<file path="src/rtl/wait_event_mc_if.sv">
// Bus between the scenario sequencer and the wait-event engine.
// The sequencer drives start/abort and the wait parameters; the engine
// returns busy, the completion/timeout pulses and the elapsed count.
interface wait_event_mc_if #(
    parameter int WAIT_SIZE  = 8,
    parameter int WAIT_WIDTH = 1,
    parameter int TIMEOUT_W  = 32,
    parameter int OCC_W      = 8,
    parameter int SEL_W      = (WAIT_SIZE > 1) ? $clog2(WAIT_SIZE) : 1
);
    logic                            en_wait_event;
    logic                            abort;
    logic [SEL_W-1:0]                wait_sel;
    logic [1:0]                      mode;
    logic [WAIT_WIDTH-1:0]           mask;
    logic [WAIT_WIDTH-1:0]           value;
    logic [OCC_W-1:0]                occ_nb;
    logic [TIMEOUT_W-1:0]            max_timeout;
    logic [WAIT_SIZE*WAIT_WIDTH-1:0] wait_bank;
    logic                            busy;
    logic                            wait_done;
    logic                            timeout;
    logic [TIMEOUT_W-1:0]            elapsed;

    modport master (
        output en_wait_event, abort, wait_sel, mode, mask, value,
               occ_nb, max_timeout, wait_bank,
        input  busy, wait_done, timeout, elapsed
    );

    modport slave (
        input  en_wait_event, abort, wait_sel, mode, mask, value,
               occ_nb, max_timeout, wait_bank,
        output busy, wait_done, timeout, elapsed
    );
endinterface

</file>
<file path="src/rtl/wait_event_mc.sv">
// Multi-channel wait-event engine: watches one channel of a signal bank for
// rise/fall (with occurrence count), masked match or masked mismatch, with
// optional timeout and abort. All outputs are registered.
//
// state   | meaning
// --------+-------------------------------------------------------------
// ST_IDLE | waiting for a start request; outputs hold the last result
// ST_WAIT | sampling the selected channel once per clock edge
module wait_event_mc #(
    parameter int WAIT_SIZE  = 8,
    parameter int WAIT_WIDTH = 1,
    parameter int TIMEOUT_W  = 32,
    parameter int OCC_W      = 8,
    parameter int SEL_W      = (WAIT_SIZE > 1) ? $clog2(WAIT_SIZE) : 1
) (
    input  logic           clk,
    input  logic           rst_n,
    wait_event_mc_if.slave bus
);
    typedef enum logic {ST_IDLE, ST_WAIT} state_t;
    typedef enum logic [1:0] {
        MODE_RISE     = 2'b00,
        MODE_FALL     = 2'b01,
        MODE_MATCH    = 2'b10,
        MODE_MISMATCH = 2'b11
    } mode_t;

    state_t                state;
    mode_t                 mode_q;
    logic [SEL_W-1:0]      sel_q;
    logic [WAIT_WIDTH-1:0] mask_q;
    logic [WAIT_WIDTH-1:0] value_q;
    logic [OCC_W-1:0]      occ_q;
    logic [OCC_W-1:0]      edge_cnt;
    logic [TIMEOUT_W-1:0]  max_q;
    logic [TIMEOUT_W-1:0]  elapsed;
    logic                  base_valid;
    logic                  prev_lvl;
    logic                  busy;
    logic                  wait_done;
    logic                  timeout;

    logic [SEL_W-1:0]      sel_start;
    logic [WAIT_WIDTH-1:0] chan;
    logic [WAIT_WIDTH-1:0] s;
    logic                  lvl;
    logic                  edge_hit;
    logic                  hit;
    logic                  tmo_hit;
    logic [OCC_W-1:0]      edge_cnt_nxt;
    logic [TIMEOUT_W-1:0]  elapsed_nxt;

    // Out-of-range channel requests fall back to channel 0 at latch time.
    always_comb begin
        sel_start = (32'(bus.wait_sel) < 32'(WAIT_SIZE)) ? bus.wait_sel : '0;
    end

    // Select the latched channel out of the packed bank.
    always_comb begin
        chan = '0;
        for (int k = 0; k < WAIT_SIZE; k++) begin
            if (sel_q == SEL_W'(k)) chan = bus.wait_bank[k*WAIT_WIDTH +: WAIT_WIDTH];
        end
    end

    // Per-sample detection: masked level, edge against the previous sample,
    // level compare, saturating counters and timeout compare.
    always_comb begin
        s            = chan & mask_q;
        lvl          = |s;
        edge_cnt_nxt = (&edge_cnt) ? edge_cnt : edge_cnt + OCC_W'(1);
        elapsed_nxt  = (&elapsed) ? elapsed : elapsed + TIMEOUT_W'(1);
        edge_hit     = 1'b0;
        hit          = 1'b0;
        case (mode_q)
            MODE_RISE:     edge_hit = base_valid & ~prev_lvl & lvl;
            MODE_FALL:     edge_hit = base_valid & prev_lvl & ~lvl;
            MODE_MATCH:    hit = (s == (value_q & mask_q));
            MODE_MISMATCH: hit = (s != (value_q & mask_q));
            default:       hit = 1'b0;
        endcase
        if (edge_hit && (edge_cnt_nxt >= occ_q)) hit = 1'b1;
        tmo_hit = (max_q != '0) && (elapsed_nxt == max_q);
    end

    // Control FSM with registered busy/pulse/elapsed outputs.
    always_ff @(posedge clk or negedge rst_n) begin
        if (!rst_n) begin
            state      <= ST_IDLE;
            mode_q     <= MODE_RISE;
            sel_q      <= '0;
            mask_q     <= '0;
            value_q    <= '0;
            occ_q      <= '0;
            max_q      <= '0;
            edge_cnt   <= '0;
            elapsed    <= '0;
            base_valid <= 1'b0;
            prev_lvl   <= 1'b0;
            busy       <= 1'b0;
            wait_done  <= 1'b0;
            timeout    <= 1'b0;
        end else begin
            wait_done <= 1'b0;
            timeout   <= 1'b0;
            case (state)
                ST_IDLE: begin
                    // An abort on the same edge as a start drops the start.
                    if (bus.en_wait_event && !bus.abort) begin
                        mode_q     <= mode_t'(bus.mode);
                        sel_q      <= sel_start;
                        mask_q     <= bus.mask;
                        value_q    <= bus.value;
                        occ_q      <= (bus.occ_nb == '0) ? OCC_W'(1) : bus.occ_nb;
                        max_q      <= bus.max_timeout;
                        edge_cnt   <= '0;
                        elapsed    <= '0;
                        base_valid <= 1'b0;
                        prev_lvl   <= 1'b0;
                        busy       <= 1'b1;
                        state      <= ST_WAIT;
                    end
                end
                ST_WAIT: begin
                    // The aborting edge still counts as a sample taken.
                    elapsed    <= elapsed_nxt;
                    base_valid <= 1'b1;
                    prev_lvl   <= lvl;
                    if (edge_hit) edge_cnt <= edge_cnt_nxt;
                    if (bus.abort) begin
                        busy  <= 1'b0;
                        state <= ST_IDLE;
                    end else if (hit) begin
                        wait_done <= 1'b1;
                        busy      <= 1'b0;
                        state     <= ST_IDLE;
                    end else if (tmo_hit) begin
                        timeout <= 1'b1;
                        busy    <= 1'b0;
                        state   <= ST_IDLE;
                    end
                end
                default: begin
                    busy  <= 1'b0;
                    state <= ST_IDLE;
                end
            endcase
        end
    end

    assign bus.busy      = busy;
    assign bus.wait_done = wait_done;
    assign bus.timeout   = timeout;
    assign bus.elapsed   = elapsed;
endmodule
</file>
<file path="src/flat_wrapper.sv">
// flat-port wrapper written by rule: the top's interface ports become plain ports
module wait_event_mc_flat 
#(
    parameter int WAIT_SIZE  = 8,
    parameter int WAIT_WIDTH = 1,
    parameter int TIMEOUT_W  = 32,
    parameter int OCC_W      = 8,
    parameter int SEL_W      = (WAIT_SIZE > 1) ? $clog2(WAIT_SIZE) : 1
)
  (clk, rst_n, bus_en_wait_event, bus_abort, bus_wait_sel, bus_mode, bus_mask, bus_value, bus_occ_nb, bus_max_timeout, bus_wait_bank, bus_busy, bus_wait_done, bus_timeout, bus_elapsed);
  wait_event_mc_if #(.WAIT_SIZE(WAIT_SIZE), .WAIT_WIDTH(WAIT_WIDTH), .TIMEOUT_W(TIMEOUT_W), .OCC_W(OCC_W), .SEL_W(SEL_W)) bus_i ();
  input  logic clk;
  input  logic rst_n;
  input wire logic [$bits(bus_i.en_wait_event)-1:0] bus_en_wait_event;
  input wire logic [$bits(bus_i.abort)-1:0] bus_abort;
  input wire logic [$bits(bus_i.wait_sel)-1:0] bus_wait_sel;
  input wire logic [$bits(bus_i.mode)-1:0] bus_mode;
  input wire logic [$bits(bus_i.mask)-1:0] bus_mask;
  input wire logic [$bits(bus_i.value)-1:0] bus_value;
  input wire logic [$bits(bus_i.occ_nb)-1:0] bus_occ_nb;
  input wire logic [$bits(bus_i.max_timeout)-1:0] bus_max_timeout;
  input wire logic [$bits(bus_i.wait_bank)-1:0] bus_wait_bank;
  output wire logic [$bits(bus_i.busy)-1:0] bus_busy;
  output wire logic [$bits(bus_i.wait_done)-1:0] bus_wait_done;
  output wire logic [$bits(bus_i.timeout)-1:0] bus_timeout;
  output wire logic [$bits(bus_i.elapsed)-1:0] bus_elapsed;
  assign bus_i.en_wait_event = bus_en_wait_event;
  assign bus_i.abort = bus_abort;
  assign bus_i.wait_sel = bus_wait_sel;
  assign bus_i.mode = bus_mode;
  assign bus_i.mask = bus_mask;
  assign bus_i.value = bus_value;
  assign bus_i.occ_nb = bus_occ_nb;
  assign bus_i.max_timeout = bus_max_timeout;
  assign bus_i.wait_bank = bus_wait_bank;
  assign bus_busy = bus_i.busy;
  assign bus_wait_done = bus_i.wait_done;
  assign bus_timeout = bus_i.timeout;
  assign bus_elapsed = bus_i.elapsed;
  wait_event_mc #(.WAIT_SIZE(WAIT_SIZE), .WAIT_WIDTH(WAIT_WIDTH), .TIMEOUT_W(TIMEOUT_W), .OCC_W(OCC_W), .SEL_W(SEL_W)) u_core (.clk(clk), .rst_n(rst_n), .bus(bus_i));
endmodule
</file>
<file path="config.mk">
export PLATFORM = sky130hd
export DESIGN_NAME = wait_event_mc_flat
export DESIGN_NICKNAME = d
export VERILOG_FILES = /design/src/rtl/wait_event_mc_if.sv /design/src/rtl/wait_event_mc.sv /design/src/flat_wrapper.sv
export SDC_FILE = /design/constraint.sdc
export NUM_CORES = 1
export LEC_CHECK = 0
export CAP_MARGIN = 20
export CORE_MARGIN = 2
export CORE_UTILIZATION = 59
export DETAILED_ROUTE_END_ITERATION = 6
export PLACE_DENSITY = 0.86
export REMOVE_ABC_BUFFERS = 1
export SLEW_MARGIN = 20
export SYNTH_ARGS = -nofsm -noshare
export SYNTH_HDL_FRONTEND = slang
export SYNTH_SLANG_ARGS = --single-unit
</file>
<file path="constraint.sdc">
create_clock -name clk -period 7.7 [get_ports clk]
set_input_delay 0.77 -clock clk [delete_from_list [all_inputs] [get_ports clk]]
set_output_delay 0.77 -clock clk [all_outputs]
set_load 0.005 [all_outputs]
</file>
==> results of run 1 <==
flip-flops by register name, indices dropped and copies added, names as in the netlist:
name	flops
u_core.base_valid	1
u_core.bus.busy	1
u_core.bus.elapsed	32
u_core.bus.timeout	1
u_core.bus.wait_done	1
u_core.edge_cnt	8
u_core.mask_q	1
u_core.max_q	32
u_core.mode_q	2
u_core.occ_q	8
u_core.prev_lvl	1
u_core.sel_q	3
u_core.state	1
u_core.value_q	1
worst max-delay path, stage by stage (launching register included):
cell and delay, ns:
dfrtp_1 0.64, nand3_4 0.20, or4_4 0.64, a31oi_1 0.38
nand4_1 0.24, xnor2_1 0.25, a211o_1 0.33, or4b_1 0.55
o41ai_2 0.30, o32ai_1 0.13
worst paths after layout:
| check | from | endpoint | cells past startpoint |
|---|---|---|---|
| min in group clk | u_core.value_q | u_core.value_q | 2 |
| max in group asynchronous | rst_n | u_core.max_q[9] | 2 |
| setup / recovery | u_core.bus.elapsed[3] | u_core.bus.busy | 9 |
| setup reg to reg | u_core.bus.elapsed[3] | u_core.bus.busy | 9 |
| hold reg to reg | u_core.value_q | u_core.value_q | 2 |
| hold / removal | rst_n | u_core.bus.elapsed[19] | 1 |
cells in the mapped netlist, types with 6 or more instances:
| master | n |
|---|---|
| nand2_1 | 188 |
| dfrtp_1 | 93 |
| o21ai_0 | 60 |
| nor2_1 | 34 |
| clkbuf_1 | 27 |
| nand3_1 | 27 |
| a21oi_1 | 26 |
| xnor2_1 | 26 |
| inv_1 | 20 |
| o31ai_1 | 18 |
| xor2_1 | 16 |
| nor4_1 | 15 |
| nand4_1 | 13 |
| and3_1 | 12 |
| buf_2 | 12 |
| nor3_1 | 11 |
| ha_1 | 10 |
| mux2i_1 | 10 |
| nand2b_1 | 9 |
| a31oi_1 | 8 |
| a211oi_1 | 6 |
| or3_1 | 6 |
cell families (layout without fill, tap and decap cells):
family                     Yosys count  after routing  synth area share
adders and majority gates           10             10            0.0205
xor gates and xnor gates            42             42            0.0603
buffers and inverters               67            135            0.0476
AOI/OAI and AO/OA                  167            167             0.176
DFF                                 93             93             0.382
muxes                               14             14            0.0275
and+or+nand+nor                    354            354             0.287
layout make-up:
type | instances | area [um^2] | area share
Timing Repair Buffer | 99 | 993 | 0.137
Clock buffer | 11 | 141 | 0.0195
Clock inverter | 5 | 43.8 | 0.00605
Tap cell | 136 | 170 | 0.0235
Inverter | 20 | 75.1 | 0.0104
Sequential cell | 93 | 2330 | 0.322
Multi-Input combinational cell | 587 | 3490 | 0.482
layer usage:
| metal | GRT usage | routed length [um] | vias up |
|---|---|---|---|
| met5 | 0 | 0 | - |
| met4 | 0.148 | 744 | 0 |
| met3 | 0.0773 | 1580 | 57 |
| met2 | 0.531 | 8520 | 311 |
| met1 | 0.464 | 7550 | 2870 |
| li1 | - | - | 2790 |
placed cells by master (no fill, tap or decap), drive strengths merged, types with 4 or more instances in the layout:
cell type and instances:
a21oi 26, nor3 12, dfrtp 93, clkbuf 11, a211oi 6, nor2b 5
and4 5, nand2 190, nor2 35, o31ai 18, and3 12, o311ai 4
a31o 4, inv 22, buf 7, mux2i 10, ha 10, o21ai 61
o21a 5, o41ai 6, nand3 30, or3 6, or4 4, nand2b 9
a21o 4, xnor2 26, xor2 16, nand4 16, a31oi 8, nor4 18
clkdlybuf4s50 92
through the flow:
| stage | cell area (um^2) | utilization | setup WS [ns] |
|---|---|---|---|
| after floorplan | 5880 | - | 4.34 |
| after global placement | 7020 | 0.690 | 4.05 |
| after detailed placement | 7020 | 0.690 | 3.98 |
| after CTS | 7210 | 0.708 | 3.97 |
| after global routing | 7240 | 0.711 | 3.70 |
| final | 7240 | 0.711 | 3.91 |
where the power goes:
group	leakage, nW	internal, mW	total, mW	switching, mW
clock network	0.0881	0.130	0.319	0.189
registers	1.21	0.560	0.658	0.0983
logic	1.76	0.200	0.442	0.242
total	3.06	0.889	1.42	0.530
==> results.py, run 1 <==
metrics = {
    "run_status": {
        "status": "finished, final reports clean",
    },
    "grt": {
        "track_usage": 0.343,
        "antenna_found_initial": 0,
        "grt_start_max_net_pins": 64,
        "grt_first_pass_wirelength_um": 29600,
        "grt_pass1_vias": 5699,
        "gr-total-overflow": 0,
    },
    "placed_design": {
        "placed_cells": 934,
        "dp_hpwl_um": 13400,
        "globalplace.congestion": 0.977,
        "port_buffers": 93,
    },
    "synthesis": {
        "synth_edf_count": 0,
        "syn_avg_cell_area_um2": 8.16,
        "synth_area_leaders": "dfrtp_1 (38%), nand2_1 (12%), o21ai_0 (4.9%)",
        "syn_inst": 747,
        "synth_top_area_frac": 0.382,
        "synthArstFlopShare": 1.00,
        "synth_ff_type": "dfrtp_1",
        "ys_seq_area_frac": 0.382,
        "ys_ff_latch": 93,
        "yosys_warnings": 0,
        "yosysTopAreaCell": "dfrtp_1",
        "syn_area_mm2": 0.00610,
        "yosysUniqueCellTypes": 72,
    },
    "clock_tree": {
        "cts_made_buffers": 9,
        "clockBufferDepth": 2,
        "postCtsResizedCells": 0,
        "cts_hold_buf": 0,
        "cts-root-buf": "clkbuf_8",
        "clk_pin_slew_ns": 0.10,
        "clock_sinks": 93,
        "insertion_delay_ns": 0.40,
        "post-cts-setup-buffer-count": 0,
        "cts_tree": "yes",
        "htreeDepth": 3,
    },
    "floorplanning": {
        "io_pins": 94,
        "chipWidth_um": 106,
        "coreArea_mm2": 0.0102,
        "die_area_mm2": 0.0112,
        "start_util": 0.599,
        "die_y_um": 106,
        "num_rows": 37,
    },
    "power_and_ir_drop": {
        "powerDensity_mw_per_mm2": 196,
        "p_leak_nw": 3.06,
        "total_power_mw": 1.42,
        "irDropWorstVdd_v": 0.000166,
    },
    "drt": {
        "detail_route.wirelength_um": 18400,
        "viasPerCell": 6.34,
        "dr_total_vias": 6028,
        "routedWlPerCell_um": 19.3,
        "drt_iter0_markers": 506,
        "drc_errors": 0,
        "dr.pass1.iters": 5,
        "antenna_left": 0,
    },
    "worst_setup_path": {
        "crit_arrival_ns": 4.06,
        "cp_max_fo": 14,
        "path_class": "flop to flop",
        "endpoint_kind": "flop",
        "start_kind": "flop",
        "cp.required_ns": 7.97,
        "r2r_slack_ns": 3.91,
    },
    "timing": {
        "whs_ns": 0.305,
        "setup_viol": 0,
        "worst_pin_slew_ns": 0.924,
        "rsz0062_at_grt": "no",
        "relSlewSlack": 0.384,
        "final.period_utilization": 0.492,
        "finalSetupTns_ns": 0,
        "finalClockSkew_ns": 0.0176,
        "fmaxAchievable_ghz": 0.264,
        "min_period_ns": 3.79,
        "final-max-slew-violation-count": 0,
        "hold_viol": 0,
    },
    "run": {
        "cap_violations": 0,
    },
    "layout": {
        "drive_above_1_share": 0.0589,
        "fin_cells": 951,
        "fill_cells": 817,
        "fin_nets": 879,
        "antenna_cells": 0,
        "synthToLayoutAreaGrowth_pct": 18.7,
    },
    "min_path": {
        "hold_class": "primary input to asynchronous set/reset pin",
    },
}
No activity file was read; power rests on OpenSTA's default activity.
==> run 2: changes to the inputs <==
CORE_UTILIZATION = 55   (was 59)
PLACE_DENSITY = 0.81   (was 0.86)
clock period = 3.64 ns   (was 7.7 ns; I/O delays follow)
==> run 2 against run 1 <==
Register-to-register slack worse by 3.8 ns; global-route usage shrank 0.24 points; power up 120%; combinational power up 130%; maximum frequency is 8.5% higher; critical path depth is 1 higher; count of clock-buffer cells in the layout rose by 2; hold slack better by 0.19 ns; sequential cell count unchanged; via count up 2.5%.
==> results.py, run 2 (same netlist as run 1, synthesis figures left out) <==
metrics = {
    "worst_setup_path": {
        "endpoint_kind": "flop",
        "cp.required_ns": 3.89,
        "cp_max_fo": 11,
        "crit_arrival_ns": 3.74,
        "critPathSlowestCell": "or4_4",
        "path_cells": "ha_1, nand2_2, or4_4, nand2_1, o41ai_1, a2111o_1, nor4_2, or4b_1, o41ai_2, o32ai_1",
        "path_class": "flop to flop",
        "start_kind": "flop",
        "critPathMaxStageDelay_ns": 0.63,
    },
    "placed_design": {
        "placed_area_mm2": 0.00730,
        "port_buffers": 93,
        "globalplace.congestion": 0.983,
        "dp_hpwl_um": 14500,
    },
    "layout": {
        "drive_above_1_share": 0.107,
        "antenna_cells": 0,
        "multi_input_area_mm2": 0.00354,
        "final_cell_area_mm2": 0.00756,
        "fill_cells": 873,
        "fin_nets": 913,
        "mostFrequentLayoutCells": "nand2_1 (188), clkdlybuf4s50_1 (92), dfrtp_1 (92)",
        "utilization": 0.698,
        "final_common_cell": "nand2_1",
        "synthToLayoutAreaGrowth_pct": 24.1,
        "regArea_mm2": 0.00233,
        "reg_top3": "u_core.bus.elapsed x32, u_core.max_q x32",
    },
    "clock_tree": {
        "insertion_delay_ns": 0.39,
        "clk_pin_slew_ns": 0.09,
        "cts_made_buffers": 9,
        "cts_tree": "yes",
        "clockBufferDepth": 2,
        "clock_sinks": 93,
        "htreeDepth": 3,
        "cts-root-buf": "clkbuf_8",
    },
    "drt": {
        "viasPerCell": 6.25,
        "antenna_left": 0,
        "dr_total_vias": 6177,
        "drc_errors": 0,
        "drt_iter0_markers": 695,
        "routedWlPerCell_um": 20.0,
        "dr.pass1.iters": 5,
        "detail_route.wirelength_um": 19800,
    },
    "timing": {
        "hold_viol": 0,
        "final-max-slew-violation-count": 0,
        "final.period_utilization": 0.959,
        "whs_ns": 0.494,
        "min_period_ns": 3.49,
        "finalClockSkew_ns": 0.0113,
        "fmaxAchievable_ghz": 0.286,
        "setup_viol": 0,
        "worst_pin_slew_ns": 1.02,
        "relSlewSlack": 0.318,
    },
    "run": {
        "cap_violations": 0,
    },
    "floorplanning": {
        "chipWidth_um": 109,
        "io_pins": 94,
        "die_y_um": 109,
        "coreArea_mm2": 0.0108,
        "die_area_mm2": 0.0119,
        "start_util": 0.562,
        "num_rows": 38,
    },
    "min_path": {
        "hold_class": "primary input to flop",
    },
    "grt": {
        "gr-total-overflow": 0,
        "grt_start_max_net_pins": 45,
        "track_usage": 0.341,
        "grt_first_pass_wirelength_um": 30800,
        "antenna_found_initial": 0,
        "grt_pass1_vias": 5834,
    },
    "power_and_ir_drop": {
        "total_power_mw": 3.12,
        "p_leak_nw": 3.26,
        "irDropWorstVdd_v": 0.000348,
        "powerDensity_mw_per_mm2": 412,
    },
    "run_status": {
        "status": "finished, final reports clean",
    },
}
run 2: cell count changes in the layout (fill, tap and decap cells not counted), sizes merged:
cell and change:
buf +33, clkinvlp -2, dlygate4sd3 +1, clkinv +1
inv -2, clkbuf +2, bufinv +1
run 2: final timing paths:
kind	startpoint	end	slack (ns)	cells past startpoint
max	u_core.bus.elapsed[0]	u_core.bus.busy	0.15	10
min	bus_max_timeout[29]	u_core.max_q[29]	0.49	3
max reg2reg	u_core.bus.elapsed[0]	u_core.bus.busy	0.15	10
min reg2reg	u_core.base_valid	u_core.base_valid	0.50	2
max in group asynchronous	rst_n	u_core.bus.elapsed[0]	2.34	3
min in group asynchronous	rst_n	u_core.max_q[18]	0.50	2
run 2: power breakdown:
part           total [mW]  leakage (nW)  switching (mW)  internal (mW)
combinational        1.01          1.94           0.557          0.449
clock               0.732         0.104           0.376          0.356
sequential           1.38          1.21           0.196           1.18
total                3.12          3.26            1.13           1.99
run 2: critical path: cells and delay by family (launching register included):
family	cells	cell delay, ns
compound gates	4	0.84
fa+ha+maj	1	0.30
flops	1	0.51
simple gates	5	1.71
run 2: cell type report:
cell class                 instances  share of cell area
inverter                          20             0.00993
clock inverter                     3             0.00579
clock buffer                      13              0.0210
tap                              140              0.0232
multi-input combinational        587               0.468
timing repair buffer             133               0.164
sequential                        93               0.308
run 2: layer usage:
| layer | routed length (um) | global-route usage | vias to the layer above |
|---|---|---|---|
| met5 | 0 | 0 | - |
| met4 | 726 | 0.156 | 0 |
| met3 | 1620 | 0.0580 | 58 |
| met2 | 9220 | 0.538 | 321 |
| met1 | 8250 | 0.458 | 2956 |
| li1 | - | - | 2842 |
run 2: repair_timing:
item                                    CTS  global route
buffers inserted                          0             0
endpoints found under the setup margin    0             3
endpoints found under the hold margin    40             0
hold buffers                              1             0
gates resized for setup                   0            12
run 2: metrics by stage:
stage	worst slack, ns	setup TNS, ns	cells
6_report	0.148	0	989
5_1_grt	-0.00932	-0.00932	989
4_1_cts	0.0650	0	989
3_5_place_dp	0.118	0	972
3_3_place_gp	0.288	0	972
2_1_floorplan	0.279	0	700
==> run 3: changes to the inputs <==
CORE_UTILIZATION = 50   (was 55)
PLACE_DENSITY = 0.78   (was 0.81)
clock period = 3.1 ns   (was 3.64 ns; I/O delays follow)
==> run 3 against run 2 <==
The run now ends with setup timing left; power rose by 33%; via count grew 6.7%; global-route usage decreased by 0.93 points; die area up 9.6%; largest power group unchanged; final cell count grew 9.9%; sequential cell count unchanged; sequential share of layout area decreased by 3.7 points; sequential power rose by 15%; hold slack got worse by 0.013 ns; combinational power up 39%; clock power up 60%.
==> results.py, run 3 (same netlist as run 1, synthesis figures left out) <==
metrics = {
    "run_status": {
        "status": "finished, violations left",
        "violations": "setup timing",
    },
    "worst_setup_path": {
        "crit_family": "simple AND/OR/NAND/NOR gates",
        "critPathSlowestCell": "or4_4",
        "start_kind": "flop",
        "endpoint_kind": "flop",
        "critPathMaxStageDelay_ns": 0.56,
        "r2r_slack_ns": -0.11,
        "reg2reg_depth": 11,
        "path_cells": "buf_4, nand3_4, or4_4, buf_6, nand2_2, nand3_2, a2111o_1, nor4_4, or4b_4, o41ai_4, o32ai_2",
        "path_buf_inv": 2,
        "path_class": "flop to flop",
        "cp_max_fo": 7,
        "worstReg2RegStart": "u_core.bus.elapsed[0]",
        "crit_arrival_ns": 3.42,
        "r2r_end": "u_core.bus.busy",
        "cp.required_ns": 3.31,
    },
    "layout": {
        "fin_nets": 1006,
        "synthToLayoutAreaGrowth_pct": 40.7,
        "reg_top3": "u_core.bus.elapsed x32, u_core.max_q x32",
        "mostFrequentLayoutCells": "nand2_1 (186), buf_4 (129), clkdlybuf4s50_1 (92), dfrtp_1 (92), o21ai_0 (59)",
        "fin_cells": 1087,
        "final_common_cell": "nand2_1",
        "antenna_cells": 0,
        "fill_cells": 920,
        "drive_above_1_share": 0.219,
    },
    "min_path": {
        "hold_class": "primary input to flop",
        "holdPathStages": 3,
        "min_to": "u_core.max_q[7]",
        "hold_start": "bus_max_timeout[7]",
    },
    "drt": {
        "routedWlPerCell_um": 19.6,
        "dr.pass1.iters": 5,
        "drc_errors": 0,
        "viasPerCell": 6.06,
        "antenna_left": 0,
        "detail_route.wirelength_um": 21400,
        "dr_total_vias": 6588,
        "drt_iter0_markers": 605,
    },
    "timing": {
        "final-max-slew-violation-count": 0,
        "finalWorstSetupSlack_ns": -0.106,
        "final.period_utilization": 1.03,
        "finalSetupTns_ns": -0.166,
        "rsz0062_at_grt": "yes",
        "finalClockSkew_ns": 0.0118,
        "relSlewSlack": 0.387,
        "setup_viol": 2,
        "worst_pin_slew_ns": 0.919,
        "fmaxAchievable_ghz": 0.312,
        "hold_viol": 0,
        "min_period_ns": 3.21,
    },
    "clock_tree": {
        "clk_pin_slew_ns": 0.07,
        "cts_made_buffers": 9,
        "clockBufferDepth": 2,
        "clock_sinks": 93,
        "cts_tree": "yes",
        "cts-root-buf": "clkbuf_16",
        "htreeDepth": 3,
        "insertion_delay_ns": 0.35,
    },
    "grt": {
        "grt_start_max_net_pins": 45,
        "track_usage": 0.331,
        "gr-total-overflow": 0,
        "grt_pass1_vias": 6413,
        "antenna_found_initial": 0,
        "grt_first_pass_wirelength_um": 33400,
    },
    "placed_design": {
        "dp_hpwl_um": 16100,
        "port_buffers": 93,
        "globalplace.congestion": 1.04,
        "placed_cells": 1057,
    },
    "power_and_ir_drop": {
        "irDropWorstVdd_v": 0.000393,
        "p_leak_nw": 3.85,
        "p_seq_frac": 0.383,
        "pwr-share-comb": 0.337,
        "clkPwrFrac": 0.280,
        "powerDensity_mw_per_mm2": 485,
        "p_int_mw": 2.74,
        "switching_power_mw": 1.42,
        "swShare": 0.342,
    },
    "floorplanning": {
        "chipWidth_um": 114,
        "io_pins": 94,
        "num_rows": 40,
        "die_y_um": 114,
        "start_util": 0.510,
        "coreArea_mm2": 0.0120,
        "die_area_mm2": 0.0131,
    },
    "run": {
        "cap_violations": 0,
    },
}
[run 3: repair_timing]
item | in CTS | in global routing
hold buffers | 1 | 0
pin swaps | 9 | 14
gates resized for setup | 25 | 27
hold endpoints to repair | 42 | 0
setup endpoints to repair | 3 | 4
buffers inserted | 6 | 9
[run 3: layout make-up]
cell class / instances / area, um^2 / area share
clock buffers: 10 / 229 / 0.0267
repair buffers: 226 / 1950 / 0.228
well taps: 147 / 184 / 0.0214
clock inverters: 4 / 73.8 / 0.00860
flip-flops and latches: 93 / 2330 / 0.271
multi-input cells: 587 / 3740 / 0.435
inverters: 20 / 75.1 / 0.00875
[run 3: worst min-delay path, cell delays in order]
cell and delay, ns:
clkdlybuf4s50_1 0.40, nand2_1 0.05, nand2_1 0.04
[run 3: through the flow]
step | total power [mW] | hold WS, ns | cell area, um^2 | utilization | worst slack [ns]
floorplan | 2.27 | 0.0144 | 5880 | - | -0.261
global placement | 2.80 | 0.322 | 7880 | 0.659 | -0.289
detailed placement | 2.83 | 0.336 | 7880 | 0.659 | -0.367
CTS | 4.07 | 0.480 | 8380 | 0.700 | -0.0800
global route | 4.35 | 0.495 | 8580 | 0.717 | -0.199
finish | 4.16 | 0.481 | 8580 | 0.717 | -0.106
[run 3: power groups by stage]
stage,logic (mW),registers (mW),clock network [mW]
after global placement,1.21,1.59,0
final,1.40,1.59,1.17
after floorplan,0.685,1.59,0
after CTS,1.31,1.58,1.18
after global routing,1.52,1.61,1.22
after detailed placement,1.23,1.60,0
[run 3: how the worst max path moves through the flow]
stage,from,end,slack (ns),depth (start not counted)
final,u_core.bus.elapsed[0],u_core.bus.busy,-0.11,11
after global routing,u_core.bus.elapsed[0],u_core.bus.busy,-0.20,10
after CTS,u_core.bus.elapsed[1],u_core.bus.busy,-0.08,11
after detailed placement,u_core.bus.elapsed[1],u_core.bus.busy,-0.37,11
after global placement,u_core.bus.elapsed[1],u_core.bus.busy,-0.29,11
after floorplan,u_core.bus.elapsed[24],u_core.bus.busy,-0.26,9
[run 3: layer usage]
metal | track usage | share of wire | wire length [um] | up-vias
met5 | 0 | 0 | 0 | -
met4 | 0.138 | 0.040 | 847 | 0
met3 | 0.0593 | 0.066 | 1400 | 67
met2 | 0.535 | 0.47 | 10100 | 304
met1 | 0.440 | 0.42 | 8980 | 3191
li1 | - | - | - | 3026
